==> config.mk <==
export PLATFORM = sky130hd
export DESIGN_NAME = arb8_ctrl
export DESIGN_NICKNAME = d
export VERILOG_FILES = /design/src/rtl/npc_arb_pkg.sv /design/src/rtl/prio_rot8.sv /design/src/rtl/arb8_ctrl.sv
export SDC_FILE = /design/constraint.sdc
export NUM_CORES = 1
export LEC_CHECK = 0
export CORE_MARGIN = 5
export CORE_UTILIZATION = 46
export DETAILED_ROUTE_END_ITERATION = 12
export HOLD_SLACK_MARGIN = 0.06
export PLACE_DENSITY = 0.79
export RECOVER_POWER = 50
export SLEW_MARGIN = 20
export SYNTH_ARGS = -nofsm -noshare
export SYNTH_HDL_FRONTEND = slang
export SYNTH_SLANG_ARGS = --single-unit
==> constraint.sdc <==
create_clock -name clk -period 3.7 [get_ports clk]
set_input_delay 0.74 -clock clk [delete_from_list [all_inputs] [get_ports clk]]
set_output_delay 0.74 -clock clk [all_outputs]
set_load 0.005 [all_outputs]
==> src/rtl/npc_arb_pkg.sv <==
// Shared definitions for the 8-way request arbiter: FSM encodings and sizes.
package npc_arb_pkg;

  localparam int N_REQ = 8;
  localparam int ID_W  = 3;

  typedef enum logic [1:0] {
    IDLE  = 2'd0,
    OFFER = 2'd1,
    OWN   = 2'd2
  } arb_state_t;

  function automatic logic [N_REQ-1:0] id2onehot(input logic [ID_W-1:0] id);
    logic [N_REQ-1:0] oh;
    oh     = '0;
    oh[id] = 1'b1;
    return oh;
  endfunction

endpackage

==> src/rtl/prio_rot8.sv <==
// Combinational priority search over 8 lines, descending from a start index
// (hp when rot=1, else 7) and wrapping 0->7.
module prio_rot8
  import npc_arb_pkg::*;
(
  input  logic [N_REQ-1:0] vec,
  input  logic [ID_W-1:0]  hp,
  input  logic             rot,
  output logic             hit,
  output logic [ID_W-1:0]  idx
);

  logic [ID_W-1:0]    start;
  logic [ID_W:0]      sh;
  logic [2*N_REQ-1:0] dbl;
  logic [N_REQ-1:0]   rotv;

  // Rotate so the start index lands on bit 7; then the highest set bit wins.
  assign start = rot ? hp : 3'd7;
  assign sh    = {1'b0, start} + 4'd1;
  assign dbl   = {vec, vec};
  assign rotv  = dbl[sh +: N_REQ];

  always_comb begin
    hit = 1'b0;
    idx = '0;
    for (int j = 0; j < N_REQ; j++) begin
      if (rotv[j]) begin
        hit = 1'b1;
        idx = start + 3'(j) + 3'd1;
      end
    end
  end

endmodule

==> src/rtl/arb8_ctrl.sv <==
// 8-requester arbiter with fixed/rotating priority, a valid/ready grant offer
// and an ownership phase released by done. All outputs are registered.
module arb8_ctrl
  import npc_arb_pkg::*;
(
  input  logic             clk,
  input  logic             rst_n,
  input  logic             en,
  input  logic             rr_mode,
  input  logic [N_REQ-1:0] req,
  input  logic [N_REQ-1:0] mask,
  output logic             gnt_valid,
  input  logic             gnt_ready,
  output logic [ID_W-1:0]  gnt_id,
  output logic [N_REQ-1:0] gnt_onehot,
  input  logic             done,
  output logic             busy
);

  arb_state_t       state, state_nxt;
  logic [ID_W-1:0]  hp, hp_nxt;
  logic [ID_W-1:0]  id_q, id_nxt;
  logic [N_REQ-1:0] oh_q, oh_nxt;
  logic             vld_q, vld_nxt;
  logic             busy_q, busy_nxt;
  logic [N_REQ-1:0] elig;
  logic             hit;
  logic [ID_W-1:0]  win;

  assign elig = req & ~mask;

  prio_rot8 u_prio (
    .vec (elig),
    .hp  (hp),
    .rot (rr_mode),
    .hit (hit),
    .idx (win)
  );

  always_ff @(posedge clk or negedge rst_n) begin
    if (!rst_n) begin
      state  <= IDLE;
      hp     <= 3'd7;
      id_q   <= '0;
      oh_q   <= '0;
      vld_q  <= 1'b0;
      busy_q <= 1'b0;
    end else begin
      state  <= state_nxt;
      hp     <= hp_nxt;
      id_q   <= id_nxt;
      oh_q   <= oh_nxt;
      vld_q  <= vld_nxt;
      busy_q <= busy_nxt;
    end
  end

  always_comb begin
    state_nxt = state;
    hp_nxt    = hp;
    id_nxt    = id_q;
    oh_nxt    = oh_q;
    vld_nxt   = vld_q;
    busy_nxt  = busy_q;
    case (state)
      IDLE: begin
        if (en && hit) begin
          state_nxt = OFFER;
          id_nxt    = win;
          oh_nxt    = id2onehot(win);
          vld_nxt   = 1'b1;
        end
      end
      // Offer is held regardless of req/mask until the consumer accepts it.
      OFFER: begin
        if (gnt_ready) begin
          state_nxt = OWN;
          vld_nxt   = 1'b0;
          busy_nxt  = 1'b1;
          if (rr_mode) hp_nxt = id_q - 3'd1;
        end
      end
      OWN: begin
        if (done) begin
          state_nxt = IDLE;
          busy_nxt  = 1'b0;
          oh_nxt    = '0;
        end
      end
      default: begin
        state_nxt = IDLE;
        vld_nxt   = 1'b0;
        busy_nxt  = 1'b0;
        oh_nxt    = '0;
      end
    endcase
  end

  assign gnt_valid  = vld_q;
  assign gnt_id     = id_q;
  assign gnt_onehot = oh_q;
  assign busy       = busy_q;

endmodule

==> results of run 1 <==
## worst max-delay path by stage
| stage | slack (ps) | to | depth (start not counted) |
|---|---|---|---|
| final | 250 | gnt_onehot[5] | 10 |
| after global routing | 40 | gnt_onehot[2] | 11 |
| after CTS | 260 | gnt_onehot[5] | 10 |
| after detailed placement | -4 | gnt_onehot[5] | 10 |
| after global placement | 60 | gnt_onehot[6] | 8 |
| after floorplan | 700 | gnt_onehot[4] | 10 |
## flip-flops by register name, indices dropped and copies added (netlist names)
name,cells
busy,1
gnt_id,3
gnt_onehot,8
gnt_valid,1
hp,3
state,2
## through the flow
| stage | utilization (%) | setup TNS, ps | cells | worst slack (ps) | hold WS, ps |
|---|---|---|---|---|---|
| 3_3_place_gp | 59.2 | 0 | 261 | 58.5 | 468 |
| 2_1_floorplan | - | 0 | 171 | 696 | 444 |
| 6_report | 60.7 | 0 | 265 | 251 | 478 |
| 4_1_cts | 60.7 | 0 | 265 | 255 | 486 |
| 3_5_place_dp | 59.2 | -5.38 | 261 | -4.41 | 470 |
| 5_1_grt | 60.7 | 0 | 265 | 42.0 | 507 |
## synth_stat cells (3+ instances only)
cell type and count:
mux2i_1 16, o21ai_0 9, a32o_1 4, buf_2 3
o31ai_1 4, nor2_1 11, nand2b_1 13, dfrtp_1 15
dfstp_2 3, mux4_2 8, mux2_2 3, o21ai_1 4
ha_1 4, a21oi_1 6, nand2_1 15, inv_1 7
inv_2 3, buf_6 4, nor2b_1 12
## logic make-up after synthesis
family | Yosys count | share of synthesized area [%]
AOI/OAI and AO/OA | 40 | 18.0
xor gates and xnor gates | 2 | 1.04
adders and majority gates | 4 | 2.98
buffers and inverters | 17 | 5.80
DFF | 18 | 27.0
muxes | 31 | 26.6
and+or+nand+nor | 59 | 18.5
## final cells by class
| class | count | area [sq um] |
|---|---|---|
| multi-input combinational | 136 | 1130 |
| timing repair buffer | 49 | 453 |
| sequential | 18 | 454 |
| fill | 314 | 1420 |
| clock buffer | 4 | 55.1 |
| tap | 48 | 60.1 |
| inverter | 10 | 37.5 |
## worst max-delay path: stages
cell,delay (ps)
clkdlybuf4s50_1,420
nand2b_1,310
buf_4,190
mux4_2,530
mux2i_4,220
mux2i_1,220
a22oi_1,100
a221o_1,400
a31oi_4,280
a32o_1,220
## per-layer routing
metal	vias to the layer above	part of all wire, %	track usage, %
met3	2	3.1	2.01
met4	0	0.50	4.04
met2	28	53	30.7
li1	722	-	-
met5	-	0	0
met1	738	43	21.2
## power by group
group          switching (uW)  total [uW]  internal [uW]  leakage [uW]
clock network            66.4         161           94.5     0.0000288
logic                     443         924            481      0.000661
registers                70.8         366            295      0.000222
total                     581        1450            870      0.000913
==> impl_summary.md, run 1 <==
Clock network
After clock tree synthesis, the repair step resized 0 gates. The count of hold-fix buffers inserted at cts is 0. Buffers added to address setup during post-CTS repair amount to 0.

The clock tree root driver cell is clkbuf_8. At the later pin of the worst-skew pair, clock insertion delay measures 250 ps. The buffer levels on the longest clock path is 2. The clock transition time at the flip-flop clock pins of the worst setup and hold paths is 70 ps. The clock tree from TritonCTS is built.

CTS saw 18 sinks. In this run, CTS created clock tree buffers numbering 3. CTS built an H-tree with a depth of 1.

Detailed routing
After detailed routing, the average wire length per cell comes to 15.2 microns. The number of routed nets with antenna violations is 0. For this block, the routed nets add up to 4020 microns of wire.

After the first detailed-routing iteration, the DRC count stood at 64. The number of design rule violations left after detail routing is 0. The number of iterations in the first detailed-routing pass is 4. The total via count after detailed routing is 1,490.

The post-detailed-route via-to-cell ratio is 5.62.

Outcome
The run finished with clean final reports.

Synth
In the synthesized netlist the dominant register cell turns out to be dfrtp_1. The biggest area contributor in the post-synthesis netlist is dfrtp_1. The count of distinct cell types in the synthesized netlist is 40. For this run, asynchronously set or reset flops after synthesis account for 100%.

The instance count of the mapped netlist is 171. The synthesized design devotes to its leading area cell type 22.3% of total area. After synthesis, the mean cell area works out to 9.83 sq um. After synthesis, the cell types taking the most area are dfrtp_1 22%, mux4_2 11%, mux2i_1 9.5%.

The synthesized design contains 18 register bits. The number of nets in the synthesized netlist is 197. The number of flops mapped to enable cells by yosys is 0.

The sequential element share of the synthesized area is 27.0%. In this run the cell area of the synthesized design comes to 1680 sq um. The number of warnings issued by yosys is 0.

Power and ir drop
Power spread over the standard cell area amounts to 663 nW/um^2. The static leakage power is 0.000913 uW. Overall power consumption after layout is estimated at 1450 uW. The worst-case IR drop observed on VDD is 0.422 mV.

STA
Setup violations remaining at the end of the flow were counted as 0. The number of hold violations in the final report was 0. The transition time at the pin with the least slew margin is 811 ps. Setup repair after global routing left no endpoint under its margin. For this run, the top clock speed supported by timing is 290 MHz. In the finished design, the share of the clock period the worst path needs comes to 93.2%.

Across the routed clock network, the largest skew measured is 3.23 ps. The final number of max-transition violations is 0. The final critical path time including I/O delays and setup is 3450 ps. In this run the tightest slew margin relative to its limit is 45.8%.

Critical path
The critical path is of the primary input to flop type. Tracing the worst setup path back leads to its startpoint at rr_mode. For flop-to-flop paths, the worst setup slack is 600 ps. For the worst setup path, the data required time is 3890 ps.

Measured in cells, the most critical reg-to-reg path has a length of 9. The data arrival time at the worst-slack endpoint is 3640 ps. The critical register-to-register path startpoint is hp[0]. The end of the worst register-to-register path is gnt_onehot[5]. STA classifies the critical path startpoint as a primary input. Of all nets on the critical path, the largest fanout is 9. The worst setup path is captured at a flop.

Floorplanning
The die is 70.5 microns wide. Once the floorplan was initialized, standard cells occupied 46.6% of the core. During I/O placement, the number of pins put on the boundary was 35. The area enclosed by the die boundary is 4960 sq um.

The row count is 22. Measured along the y axis, the die boundary spans 70.5 microns. The core region area is 3610 sq um.

Worst hold path
The end point of the worst hold path is gnt_onehot[0]. The worst hold path begins at gnt_onehot[0]. The number of cells on the worst hold path is 2. The type of the worst min-delay path is flop to flop.

Placed design
In this run the tool buffered the top-level ports with 34 buffer cells. The standard cell area after detailed placement is 2130 sq um. Summed over all nets, the half-perimeter wirelength after detailed placement is 3360 microns. The congestion estimate from routability-driven global placement came to 0.917.

Global route
For this run the aggregate overflow at the end of global routing stands at 0. Entering global routing, the biggest net connects 19 pins. The number of global-route vias before repair was 1,555. The global-route wire length before repair is 6970 microns. The global router's overall resource usage is 16.9%.

The initial antenna violation count is 0.

Layout
The repair_antennas step left the layout with diodes totalling 0. The final standard cell area without fillers is 2190 sq um. The layout-stage area growth over the synthesis result is 30.2%. The library cell used most frequently in the layout, excluding fill and tap cells, is clkdlybuf4s50_1. In the final layout, the share of cells above drive strength 1 is 21.2%. In the layout the commonest cells are 31 x clkdlybuf4s50_1, 16 x mux2i_1, 15 x nand2_1, 15 x dfrtp_1, 15 x buf_4. The net count of the finished layout is 244.

Flow run
The tool flagged a number of max-cap violations equal to 0.
(Power assumes the default switching activity.)
==> run 2: changes to the inputs <==
SETUP_SLACK_MARGIN = 0.15   (was default)
==> run 2 against run 1 <==
Fmax increased by 0.79%; non-clock buffer count up 1; register-to-register slack gained 110 ps; setup slack improved by 27 ps; sequential share of layout area shrank 0.56 points; largest cell class unchanged; highest routed layer unchanged.
==> impl_summary.md, run 2 (synthesis gave the netlist of run 1 again) <==
Clock network
The count of H-tree levels built during CTS is 1 (unchanged). The clock tree from TritonCTS is built (unchanged). The clock sink total is 18 (unchanged).

The clock transition time at the flip-flop clock pins of the worst setup and hold paths is 70 ps (about the same). The clock tree root driver cell is clkbuf_8 (unchanged). The clock latency reported for the late side of the worst-skew pair is 250 ps (about the same). The number of buffers created by CTS is 3 (unchanged).

The buffer levels on the longest clock path is 2 (unchanged). The count of hold-fix buffers inserted at cts is 0 (unchanged).

Global route
The remaining global-route overflow is 0 (unchanged). The number of global-route vias before repair was 1,555 (unchanged). The global router's overall resource usage came to 16.9% (unchanged).

The global-route wire length before repair came to 6970 microns (unchanged). The largest net degree at the start of global routing is 19 (unchanged). The initial antenna violation count came to 0 (unchanged).

STA
The worst slew margin relative to its limit is 45.8% (about the same). The final critical path time including I/O delays and setup is 3420 ps (was 3450 ps). The peak clock frequency supported by timing is 292 MHz (was 290 MHz). The final worst setup slack came to 278 ps (was 251 ps).

The number of hold violations in the final report is 0 (unchanged). RSZ-0062 raised after global routing: false (unchanged). The clock skew after layout is 3.02 ps (was 3.23 ps).

The number of failing setup endpoints in the final timing report is 0 (unchanged). The worst hold slack is 477 ps (was 478 ps). The transition time at the pin with the least slew margin is 811 ps (about the same). The final number of max-transition violations came to 0 (unchanged). The aggregate negative setup slack is 0 ps (unchanged). The final critical-path share of the clock period is 92.5% (was 93.2%).

Detailed routing
The post-detailed-route via-to-cell ratio was 5.74 (was 5.62). The total via count after detailed routing is 1,533 (was 1,490). The number of violations reported at the end of detailed-routing iteration 0 came to 63 (was 64). The number of design rule violations left after detail routing came to 0 (unchanged).

The number of routed nets with antenna violations is 0 (unchanged). The sum of routed wire length over all layers is 4230 microns (was 4020 microns). The post-detailed-route wirelength per cell came to 15.9 microns (was 15.2 microns).

The number of iterations in the first detailed-routing pass is 4 (unchanged).

Layout
Most frequent cells in the layout: 31 x clkdlybuf4s50_1, 16 x buf_4, 15 x nand2_1, 15 x mux2i_1, 15 x dfrtp_1 (was 31 x clkdlybuf4s50_1, 16 x mux2i_1, 15 x nand2_1, 15 x dfrtp_1, 15 x buf_4). The final standard cell area without fillers is 2250 sq um (was 2190 sq um). The total number of nets in the final design was 246 (was 244). The total inserted antenna cells came to 0 (unchanged).

The final-layout fill cell count was 303 (was 314). The most common library cell in the layout ignoring fill and taps is clkdlybuf4s50_1 (unchanged). The number of flip-flops in the largest register is 8 (unchanged). The layout-stage area growth over the synthesis result is 33.9% (was 30.2%).

The share of post-route cells with drive strength above 1 is 24.2% (was 21.2%).

Critical path
The critical-path maximum fanout is 7 (was 9). The kind of end point of the critical path is a flop (unchanged). The critical register-to-register path startpoint is hp[0] (unchanged).

Among the stages of the critical path, the cell type that occurs most often is buf_4. The launching instance or port of the critical path is rr_mode (unchanged). The category of the worst setup path launch point is a primary input (unchanged).

The required time reported for the critical path endpoint is 3840 ps (was 3890 ps). The data arrival time at the worst-slack endpoint is 3560 ps (was 3640 ps). The cell class contributing the biggest share of worst-path delay was multiplexers (was compound AO/OA/AOI/OAI gates). The buffer and inverter count on the worst path is 4 (was 2).

The critical path's slowest cell is mux4_2 (unchanged). The delay of the slowest critical-path stage came to 570 ps (was 530 ps). The path type of the worst setup path is primary input to flop (unchanged).

Cells traversed along the worst timing path: clkdlybuf4s50_1 > buf_4 > nor2b_1 > buf_4 > mux4_2 > mux2i_1 > buf_4 > o21ai_1 > mux2i_1 > a31oi_4 > mux2_2 (was clkdlybuf4s50_1 > nand2b_1 > buf_4 > mux4_2 > mux2i_4 > mux2i_1 > a22oi_1 > a221o_1 > a31oi_4 > a32o_1).

Worst hold path
The type of the worst min-delay path is flop to flop (unchanged). The critical hold path startpoint is gnt_onehot[0] (unchanged).

Floorplanning
The area enclosed by the die boundary is 4960 sq um (unchanged). The overall die height is 70.5 microns (unchanged). The die width is 70.5 microns (unchanged). The core region area was 3610 sq um (unchanged). The initial core utilization is 46.6% (unchanged).

The I/O pin count came to 35 (unchanged). The row count was 22 (unchanged).

Placed design
The routability congestion estimate is 0.917 (unchanged). The placement-stage worst setup slack was -4.41 ps (unchanged). The HPWL after detailed placement was 3360 microns (unchanged). The number of buffer cells added on primary ports is 34 (unchanged). The standard cell area after detailed placement is 2130 sq um (unchanged).

Power and ir drop
The static leakage power came to 0.000925 uW (was 0.000913 uW). The ratio of total power to cell area is 674 nW/um^2 (was 663 nW/um^2). The worst vdd rail ir drop is 0.432 mV (was 0.422 mV).

Outcome
Run status: complete, no violations (unchanged).

Flow run
The number of maximum-capacitance violations is 0 (unchanged).
-- run 2: changes by cell type in the layout (fill, tap and decap cells not counted), sizes merged --
cell   previous run  this run
buf              15        16
a31oi             1         2
-- run 2: what timing repair did --
item / CTS / global route
buffers inserted: 0 / 1
endpoints found under the setup margin: 0 / 8
endpoints found under the hold margin: 0 / 0
gates resized for setup: 0 / 7
-- run 2: cell type report --
cell class | count | area (sq um) | area share (%)
Timing Repair Buffer | 50 | 460 | 20.5
Inverter | 10 | 37.5 | 1.67
Tap cell | 48 | 60.1 | 2.67
Clock buffer | 4 | 55.1 | 2.45
Sequential cell | 18 | 454 | 20.2
Multi-Input combinational cell | 137 | 1180 | 52.6
-- run 2: power by group --
group	total, uW	internal [uW]	switching (uW)
sequential	366	295	71.3
clock	161	94.5	66.4
combinational	991	508	483
-- run 2: metal layers --
layer  track usage (%)  part of all wire [%]
met5                 0                     0
met1              21.2                    42
met2              30.7                    53
met3              2.01                   3.2
met4              4.04                   1.5
-- run 2: worst reg2reg max path, stage by stage (launching register included) --
cell and delay, ps:
dfstp_2 530, nand2b_2 240, buf_4 160, mux4_2 530
mux2i_4 220, mux2i_1 220, a22oi_1 100, a221o_1 430
a31oi_2 330, o31ai_1 110
-- run 2: stage by stage --
step / utilization [%] / power [uW] / instances
floorplan: - / 969 / 171
finish: 62.4 / 1520 / 267
CTS: 60.7 / 1460 / 265
global placement: 59.2 / 1270 / 261
detailed placement: 59.2 / 1290 / 261
global route: 62.4 / 1640 / 267
-- run 2: worst paths after layout --
check,endpoint,slack [ps],cells after the start
worst max-delay path,gnt_id[2],280,11
worst min-delay path,gnt_onehot[0],480,2
worst max register to register,gnt_onehot[3],710,9
worst min register to register,gnt_onehot[0],480,2
max in group asynchronous,state[0],2170,1
min in group asynchronous,gnt_onehot[3],1020,1
==> run 3: changes to the inputs <==
SETUP_SLACK_MARGIN = 0.5   (was 0.15)
SKIP_CTS_REPAIR_TIMING = 1   (was default)
==> run 3 against run 2 <==
Register-to-register slack improved by 40 ps; wire length rose by 11%; highest routed layer unchanged; fmax grew 7.6%; hold slack improved by 3.5 ps; sequential power is essentially flat; non-clock buffer count is 4 higher; sequential cell count is the same.
==> impl_summary.md, run 3 (synthesis gave the netlist of run 1 again) <==
Global route
The global routing met2 resource utilization is 30.7% (unchanged). The largest net degree at the start of global routing is 19 (unchanged). The global-route met3 utilization came to 2.01% (unchanged). The met1 demand-to-capacity share in global routing is 21.2% (unchanged). The global router's overall resource usage was 16.9% (unchanged). The global-route wire length before repair is 6970 microns (unchanged). The number of global-route vias before repair is 1,555 (unchanged). The most heavily used metal layer in global routing is met2 (unchanged). The initial antenna violation count is 0 (unchanged). The remaining global-route overflow is 0 (unchanged).

Floorplanning
The row count is 22 (unchanged). The initial core utilization was 46.6% (unchanged). The core region area is 3610 sq um (unchanged). The die width is 70.5 microns (unchanged). The overall die height came to 70.5 microns (unchanged). The I/O pin count is 35 (unchanged). The area enclosed by the die boundary is 4960 sq um (unchanged).

Clock network
The clock transition time at the flip-flop clock pins of the worst setup and hold paths was 70 ps (about the same). The number of buffers created by CTS is 3 (unchanged). The count of H-tree levels built during CTS came to 1 (unchanged). The clock latency reported for the late side of the worst-skew pair was 250 ps (about the same). The buffer levels on the longest clock path is 2 (unchanged). The clock tree root driver cell was clkbuf_8 (unchanged).

The clock sink total was 18 (unchanged). The clock tree from TritonCTS is built (unchanged).

Critical path
The kind of end point of the critical path is a flop (unchanged). The category of the worst setup path launch point is a primary input (unchanged). The required time reported for the critical path endpoint is 3850 ps (was 3840 ps). The cell count of the worst reg-to-reg path is 9 (unchanged). The setup slack of the worst register-to-register path is 750 ps (was 710 ps).

The buffer and inverter count on the worst path is 1 (was 4). The critical-path maximum fanout is 4 (was 7). The delay of the slowest critical-path stage was 520 ps (was 570 ps). The path type of the worst setup path is primary input to flop (unchanged).

The end of the worst register-to-register path is gnt_onehot[5] (was gnt_onehot[3]). The cell class contributing the biggest share of worst-path delay is compound AO/OA/AOI/OAI gates (was multiplexers). Cells traversed along the worst timing path: clkdlybuf4s50_1 > nor2b_2 > mux4_2 > a221o_1 > a221oi_2 > mux2_4 > nand2b_1 > o31ai_1 (was clkdlybuf4s50_1 > buf_4 > nor2b_1 > buf_4 > mux4_2 > mux2i_1 > buf_4 > o21ai_1 > mux2i_1 > a31oi_4 > mux2_2).

The data arrival time at the worst-slack endpoint is 3330 ps (was 3560 ps). The critical register-to-register path startpoint is hp[0] (unchanged). The critical path's slowest cell is mux4_2 (unchanged).

Placed design
The HPWL after detailed placement was 3360 microns (unchanged). The routability congestion estimate is 0.917 (unchanged). The number of placed instances with taps included was 261 (unchanged). The standard cell area after detailed placement is 2130 sq um (unchanged).

The number of buffer cells added on primary ports is 34 (unchanged).

Layout
The layout-stage area growth over the synthesis result was 43.0% (was 33.9%). The number of flip-flops in the largest register is 8 (unchanged). Most frequent cells in the layout: 22 x clkdlybuf4s50_1, 19 x buf_4, 15 x nand2_1, 15 x dfrtp_1, 14 x mux2i_1 (was 31 x clkdlybuf4s50_1, 16 x buf_4, 15 x nand2_1, 15 x mux2i_1, 15 x dfrtp_1). The share of post-route cells with drive strength above 1 was 31.8% (was 24.2%). The most common library cell in the layout ignoring fill and taps is clkdlybuf4s50_1 (unchanged). The final standard cell area without fillers came to 2400 sq um (was 2250 sq um). The utilization of the core after routing is 66.7% (was 62.4%).

The post-layout instance count excluding filler cells is 271 (was 267). The total inserted antenna cells is 0 (unchanged). The total number of nets in the final design is 250 (was 246).

STA
The worst slew margin relative to its limit is 45.6% (was 45.8%). The transition time at the pin with the least slew margin was 813 ps (was 811 ps). The final critical path time including I/O delays and setup was 3180 ps (was 3420 ps). The peak clock frequency supported by timing came to 315 MHz (was 292 MHz).

RSZ-0062 raised after global routing: false (unchanged). The number of failing setup endpoints in the final timing report was 0 (unchanged). The final critical-path share of the clock period is 85.9% (was 92.5%). The clock skew after layout was 4.07 ps (was 3.02 ps). The number of hold violations in the final report was 0 (unchanged).

The final number of max-transition violations is 0 (unchanged).

Detailed routing
The sum of routed wire length over all layers is 4710 microns (was 4230 microns). The total via count after detailed routing is 1,568 (was 1,533). The number of design rule violations left after detail routing came to 0 (unchanged). The post-detailed-route via-to-cell ratio is 5.79 (was 5.74). The number of iterations in the first detailed-routing pass is 4 (unchanged). The number of routed nets with antenna violations is 0 (unchanged).

The post-detailed-route wirelength per cell is 17.4 microns (was 15.9 microns). The number of violations reported at the end of detailed-routing iteration 0 is 72 (was 63).

Power and ir drop
The static leakage power was 0.00109 uW (was 0.000925 uW). The worst vdd rail ir drop is 0.426 mV (was 0.432 mV). The ratio of total power to cell area was 659 nW/um^2 (was 674 nW/um^2).

Worst hold path
The critical hold path startpoint is gnt_onehot[0] (unchanged). The end point of the worst hold path was gnt_onehot[0] (unchanged). The number of cells on the worst hold path is 2 (unchanged). The type of the worst min-delay path is flop to flop (unchanged).

Flow run
The number of maximum-capacitance violations was 0 (unchanged).

Outcome
Run status: complete, no violations (unchanged).
run 3: cell types whose count changed in the layout (fill, tap and decap cells not counted), moves of 3 or more:
cell,change
buf_4,+3
dlymetal6s2s_1,+9
nor2b_4,+4
clkdlybuf4s50_1,-9
nand2b_4,+4
nand2b_1,-4
nor2b_2,+4
nor2b_1,-8
run 3: final cells by class:
type | instances | area, sq um
multi-input cells | 137 | 1280
fillers | 270 | 1200
repair buffers | 54 | 517
flip-flops and latches | 18 | 454
well taps | 48 | 60.1
clock buffers | 4 | 55.1
inverters | 10 | 37.5
run 3: worst register-to-register path, stage by stage, from the launching register on:
cell,delay (ps)
dfstp_2,530
nand2b_2,230
buf_4,160
mux4_2,530
mux2i_4,220
mux2i_1,230
a22oi_1,100
a221o_1,420
a31oi_4,280
a32o_1,200
run 3: where the power goes:
part	internal (uW)	leakage, uW	switching (uW)
Combinational	542	0.000835	512
Sequential	295	0.000222	73.7
Clock	94.6	0.0000288	67.8
run 3: worst max-delay path by stage:
stage,slack [ps],end,depth (start not counted),start
floorplan,700,gnt_onehot[4],10,rr_mode
finish,520,gnt_onehot[3],8,req[3]
global placement,60,gnt_onehot[6],8,rr_mode
detailed placement,-4,gnt_onehot[5],10,rr_mode
global route,480,gnt_onehot[4],8,req[3]
CTS,260,gnt_onehot[5],10,rr_mode
run 3: per-layer routing:
metal | up-vias | wire (microns)
li1 | 736 | -
met1 | 796 | 2060
met2 | 32 | 2470
met3 | 4 | 152
met4 | 0 | 28
met5 | - | 0
run 3: per-stage QoR:
stage                     worst slack [ps]  total power (uW)  TNS [ps]  hold WS, ps
after global routing                   482              1700         0          507
after CTS                              255              1460         0          486
final                                  521              1580         0          480
after floorplan                        696               969         0          444
after global placement                58.5              1270         0          468
after detailed placement             -4.41              1290     -5.38          470
